--- src/rtl/ex_mem_wb_pipe.sv ---
// EX/MEM + MEM/WB pipeline registers with data-memory handshake and forwarding taps.
// Latency: 2 cycles EX -> write-back outputs, plus one cycle per memory wait cycle.
// Backpressure: pipe_stall holds EX and earlier while a memory access waits; optional DMEM_TIMEOUT_EN abandons it.
module ex_mem_wb_pipe #(
    parameter int DATA_W = 16,
    parameter int RA_W   = 2
) (
    input  logic              clk,
    input  logic              reset,
    input  logic              ex_valid,
    input  logic              ex_flush,
    input  logic [DATA_W-1:0] ex_alu_result,
    input  logic [DATA_W-1:0] ex_store_data,
    input  logic [RA_W-1:0]   ex_rd,
    input  logic              ex_reg_write,
    input  logic              ex_mem_read,
    input  logic              ex_mem_write,
    input  logic              ex_mem_to_reg,
    input  logic              ex_halt,
    output logic              pipe_stall,
    output logic              dmem_req,
    output logic              dmem_we,
    output logic [DATA_W-1:0] dmem_addr,
    output logic [DATA_W-1:0] dmem_wdata,
    input  logic [DATA_W-1:0] dmem_rdata,
    input  logic              dmem_ready,
    output logic              exmem_reg_write,
    output logic              exmem_is_load,
    output logic [RA_W-1:0]   exmem_rd,
    output logic [DATA_W-1:0] exmem_fwd_data,
    output logic              memwb_reg_write,
    output logic [RA_W-1:0]   memwb_rd,
    output logic [DATA_W-1:0] memwb_wdata,
    output logic              wb_halt,
    output logic              dmem_error
);

    typedef struct packed {
        logic [DATA_W-1:0] aluResult;
        logic [DATA_W-1:0] storeData;
        logic [RA_W-1:0]   rd;
        logic              regWrite;
        logic              memRead;
        logic              memWrite;
        logic              memToReg;
        logic              halt;
    } exmem_t;

    typedef struct packed {
        logic [DATA_W-1:0] wdata;
        logic [RA_W-1:0]   rd;
        logic              regWrite;
        logic              halt;
    } memwb_t;

    exmem_t exmemPay;
    logic   exmemValid;
    memwb_t memwbPay;
    logic   memwbValid;

    logic memOp;
    logic stallNow;
    logic abandon;

    // A live memory instruction in EX/MEM drives the data-memory port until it completes.
    assign memOp    = exmemValid & (exmemPay.memRead | exmemPay.memWrite);
    assign stallNow = memOp & ~dmem_ready;

`ifdef DMEM_TIMEOUT_EN
    logic [3:0] waitCnt;
    logic       errSticky;

    // The 15th consecutive stall cycle gives up on the access.
    assign abandon    = stallNow & (waitCnt == 4'd14);
    assign dmem_error = errSticky;

    // Count stall cycles of the current access; clear whenever the pipe advances.
    always_ff @(posedge clk) begin
        if (reset) begin
            waitCnt   <= 4'd0;
            errSticky <= 1'b0;
        end else begin
            if (!stallNow || abandon) begin
                waitCnt <= 4'd0;
            end else begin
                waitCnt <= waitCnt + 4'd1;
            end
            if (abandon) begin
                errSticky <= 1'b1;
            end
        end
    end
`else
    assign abandon    = 1'b0;
    assign dmem_error = 1'b0;
`endif

    assign pipe_stall = stallNow;

    assign dmem_req   = memOp;
    assign dmem_we    = exmemValid & exmemPay.memWrite;
    assign dmem_addr  = exmemPay.aluResult;
    assign dmem_wdata = exmemPay.storeData;

    // Forwarding taps are qualified by the stage valid so dead instructions never match.
    assign exmem_reg_write = exmemValid & exmemPay.regWrite;
    assign exmem_is_load   = exmemValid & exmemPay.memRead;
    assign exmem_rd        = exmemPay.rd;
    assign exmem_fwd_data  = exmemPay.aluResult;

    assign memwb_reg_write = memwbValid & memwbPay.regWrite;
    assign memwb_rd        = memwbPay.rd;
    assign memwb_wdata     = memwbPay.wdata;
    assign wb_halt         = memwbValid & memwbPay.halt;

    // EX/MEM captures the EX instruction unless the memory stage is stalled.
    always_ff @(posedge clk) begin
        if (reset) begin
            exmemValid <= 1'b0;
            exmemPay   <= '0;
        end else if (abandon) begin
            exmemValid <= 1'b0;
        end else if (!stallNow) begin
            exmemValid         <= ex_valid & ~ex_flush;
            exmemPay.aluResult <= ex_alu_result;
            exmemPay.storeData <= ex_store_data;
            exmemPay.rd        <= ex_rd;
            exmemPay.regWrite  <= ex_reg_write;
            exmemPay.memRead   <= ex_mem_read;
            exmemPay.memWrite  <= ex_mem_write;
            exmemPay.memToReg  <= ex_mem_to_reg;
            exmemPay.halt      <= ex_halt;
        end
    end

    // MEM/WB takes a bubble on every wait cycle, otherwise the selected write-back data.
    always_ff @(posedge clk) begin
        if (reset) begin
            memwbValid <= 1'b0;
            memwbPay   <= '0;
        end else if (stallNow) begin
            memwbValid <= 1'b0;
        end else begin
            memwbValid        <= exmemValid;
            memwbPay.wdata    <= exmemPay.memToReg ? dmem_rdata : exmemPay.aluResult;
            memwbPay.rd       <= exmemPay.rd;
            memwbPay.regWrite <= exmemPay.regWrite;
            memwbPay.halt     <= exmemPay.halt;
        end
    end

endmodule

--- config.mk ---
export PLATFORM = sky130hd
export DESIGN_NAME = ex_mem_wb_pipe
export DESIGN_NICKNAME = d
export VERILOG_FILES = /design/src/rtl/ex_mem_wb_pipe.sv
export SDC_FILE = /design/constraint.sdc
export NUM_CORES = 1
export LEC_CHECK = 0
export CAP_MARGIN = 20
export CORE_MARGIN = 3
export CORE_UTILIZATION = 42
export CTS_CLUSTER_DIAMETER = 120
export CTS_CLUSTER_SIZE = 10
export DETAILED_ROUTE_END_ITERATION = 8
export PLACE_DENSITY = 0.8
export SYNTH_ARGS = -nofsm -noshare
export SYNTH_HDL_FRONTEND = slang
export SYNTH_SLANG_ARGS = --single-unit
--- constraint.sdc ---
create_clock -name clk -period 1.3 [get_ports clk]
set_input_delay 0.13 -clock clk [delete_from_list [all_inputs] [get_ports clk]]
set_output_delay 0.13 -clock clk [all_outputs]
set_load 0.02 [all_outputs]
==> flow_metrics.env <==
export IMPL_status="completed"
export IMPL_nNetsFinal=483
export IMPL_yosys_area_share_simple=0.123
export IMPL_ant_nets=0
export IMPL_grt_max_degree=42
export IMPL_skew_ns=0.00885
export IMPL_max_clock_freq_mhz=792
export IMPL_yosys_area_share_xor_xnor=0
export IMPL_grtUsageTotal=0.185
export IMPL_setup_tns_ns=0
export IMPL_final_util=0.627
export IMPL_synth_edf_count=0
export IMPL_grt_overflow=0
export IMPL_clkSlewWorstSetupHoldPaths_ns=0.07
export IMPL_timing_rr_end="memwbPay[1]"
export IMPL_endpoint="memwbPay[1]"
export IMPL_drc=0
export IMPL_yosys_warnings=0
export IMPL_wl_per_cell_microns=16.0
export IMPL_grt_pass1_vias=2487
export IMPL_cts_htree_levels=3
export IMPL_antenna_found_initial=0
export IMPL_wl_microns=8410
export IMPL_synth_async_reset_ratio=0
export IMPL_dpl_cell_area_sq_um=4060
export IMPL_num_antenna_cells=0
export IMPL_drtPass1Iterations=4
export IMPL_cap_violations=0
export IMPL_multi_input_area_sq_um=1250
export IMPL_end_kind="flip-flop"
export IMPL_final_cell_mix="dlygate4sd2_1, dfxtp_1, clkdlybuf4s50_1, a21oi_1, nand3_1"
export IMPL_clockRootBuffer="clkbuf_8"
export IMPL_use_met2=0.321
export IMPL_start_util=0.440
export IMPL_critPathLaunchType="flip-flop"
export IMPL_insertion_delay_ns=0.32
export IMPL_ff_latch_area_sq_um=1230
export IMPL_die_width_microns=91.3
export IMPL_yosysSeqAreaShare=0.399
export IMPL_cts_hold_buf=0
export IMPL_die_y_microns=91.3
export IMPL_dp_hpwl_microns=5460
export IMPL_synth_area_leaders="dfxtp_1, buf_4, a21oi_1"
export IMPL_crit_arrival_ns=1.48
export IMPL_grt_util_met1=0.229
export IMPL_cts_sinks=61
export IMPL_drv_slew=0
export IMPL_synth_cell_types=25
export IMPL_port_buffers=134
export IMPL_synth_top_area_cell="dfxtp_1"
export IMPL_timing_final_crit_period_ns=1.26
export IMPL_rsz0062_at_grt="true"
export IMPL_cts_buffers=9
export IMPL_final_period_utilization=0.971
export IMPL_syn_area_per_cell_sq_um=8.57
export IMPL_r2r_slack_ns=0.04
export IMPL_grt_pass1_wl_microns=12500
export IMPL_fin_area_sq_um=4350
export IMPL_syn_inst=357
export IMPL_setup_violations=0
export IMPL_synthMuxAreaShare=0.0524
export IMPL_drive_above_1_share=0.175
export IMPL_leakagePower_nw=1.83
export IMPL_synth_seq_cells=61
export IMPL_synth_fa_ha_area_frac=0
export IMPL_synthFlopType="dfxtp_1"
export IMPL_finalPower_mw=4.69
export IMPL_yosysTopAreaCellShare=0.399
export IMPL_cts_tree="done"
export IMPL_syn_area_sq_um=3060
export IMPL_place_gp_congestion=0.729
export IMPL_vdd_drop_max_uv=658
export IMPL_layout_commonest_cell="dlygate4sd2_1"
export IMPL_fill_cells=604
export IMPL_initialDrtViolationCount=102
export IMPL_rows=30
export IMPL_die_area_sq_um=8340
export IMPL_cp_startpoint="exmemValid"
export IMPL_num_vias=2636
export IMPL_synth_top_family_by_area="buffers and inverters"
export IMPL_postCtsSetupRepairBufs=0
export IMPL_core_sq_um=6940
export IMPL_cp_max_fo=16
export IMPL_grt_busiest_layer="met2"
export IMPL_layout_area_overhead_vs_synth_pct=42.4
export IMPL_p_per_area_nw_per_um2=1080
export IMPL_reg2reg_depth=6
export IMPL_use_met3=0.0414
export IMPL_hold_ws_ns=0.214
export IMPL_min_path_type="in -> reg"
export IMPL_timing_final_hold_violations=0
export IMPL_path_class="reg -> reg"
export IMPL_required_ns=1.52
export IMPL_num_io_pins=136
export IMPL_cts_path_max_buffers=2
export IMPL_synth_nets=417
export IMPL_synth_compound_area_frac=0.196
export IMPL_r2r_start="exmemValid"
export IMPL_viasPerCell=5.03
-- critical path: stages, from the launching register on --
cell and delay (ns):
dfxtp_4 0.37, buf_6 0.11, buf_6 0.09, nand2b_4 0.11, clkbuf_16 0.20, o21ai_0 0.18
a21oi_1 0.09
-- synthesized netlist by cell type, types with 3 or more instances --
cell and count:
buf_4 75, dfxtp_1 61, a21oi_1 44, o21ai_0 43, nand3_1 41, mux2i_1 16, nor3_1 16, buf_2 12
clkbuf_1 10, a211oi_2 9, a211oi_1 7, and2_1 3, inv_1 3, nand2_1 3
-- registers in the layout (all words and copies together), names as in the netlist --
signal,flops
exmemValid,1
dmem_wdata,16
memwbValid,1
dmem_addr,16
memwbPay,2
memwb_wdata,16
memwb_rd,2
exmemPay,5
exmem_rd,2
-- how the worst min path moves through the flow --
stage	startpoint	end	slack, ns	cells past startpoint
finish	reset	dmem_wdata[14]	0.21	2
global route	reset	exmemPay[2]	0.22	2
CTS	reset	exmemPay[2]	0.20	2
detailed placement	exmemPay[0]	exmemPay[0]	0.46	2
global placement	exmemPay[0]	exmemPay[0]	0.45	2
floorplan	ex_valid	exmemValid	0.28	2
-- report_power, final --
part	leakage, nW	switching (mW)	internal [mW]
Combinational	1.23	0.503	0.457
Clock	0.0943	0.740	0.930
Sequential	0.507	0.0760	1.98
Total	1.83	1.32	3.37
-- layout make-up --
cell class / instances / share of cell area
Sequential cell: 61 / 0.282
Clock inverter: 6 / 0.0144
Clock buffer: 10 / 0.0316
Multi-Input combinational cell: 192 / 0.286
Inverter: 3 / 0.00259
Tap cell: 96 / 0.0276
Timing Repair Buffer: 156 / 0.356
-- layer usage --
layer / up-vias / part of all wire
li1: 1304 / -
met1: 1239 / 0.44
met2: 89 / 0.50
met3: 4 / 0.055
met4: 0 / 0.0045
met5: - / 0
-- cell families (layout without fill, tap and decap cells) --
logic type             Yosys count  after routing
AO/OA/AOI/OAI                  103            103
buffers and inverters          104            175
flip-flops                      61             61
multiplexers                    16             16
other                            1              1
AND/OR/NAND/NOR                 72             72
-- timing repair --
item	in CTS	in global routing
gates resized for setup	93	42
gates cloned	0	3
pin swaps	0	9
endpoints found under the setup margin	130	54
-- per-stage QoR --
| stage | setup WS (ns) | std cells |
|---|---|---|
| after floorplan | 0.147 | 357 |
| after global placement | -0.281 | 505 |
| after detailed placement | -0.313 | 505 |
| after CTS | 0.00122 | 521 |
| after global routing | -0.0277 | 524 |
| final | 0.0381 | 524 |
(Power assumes the default switching activity.)
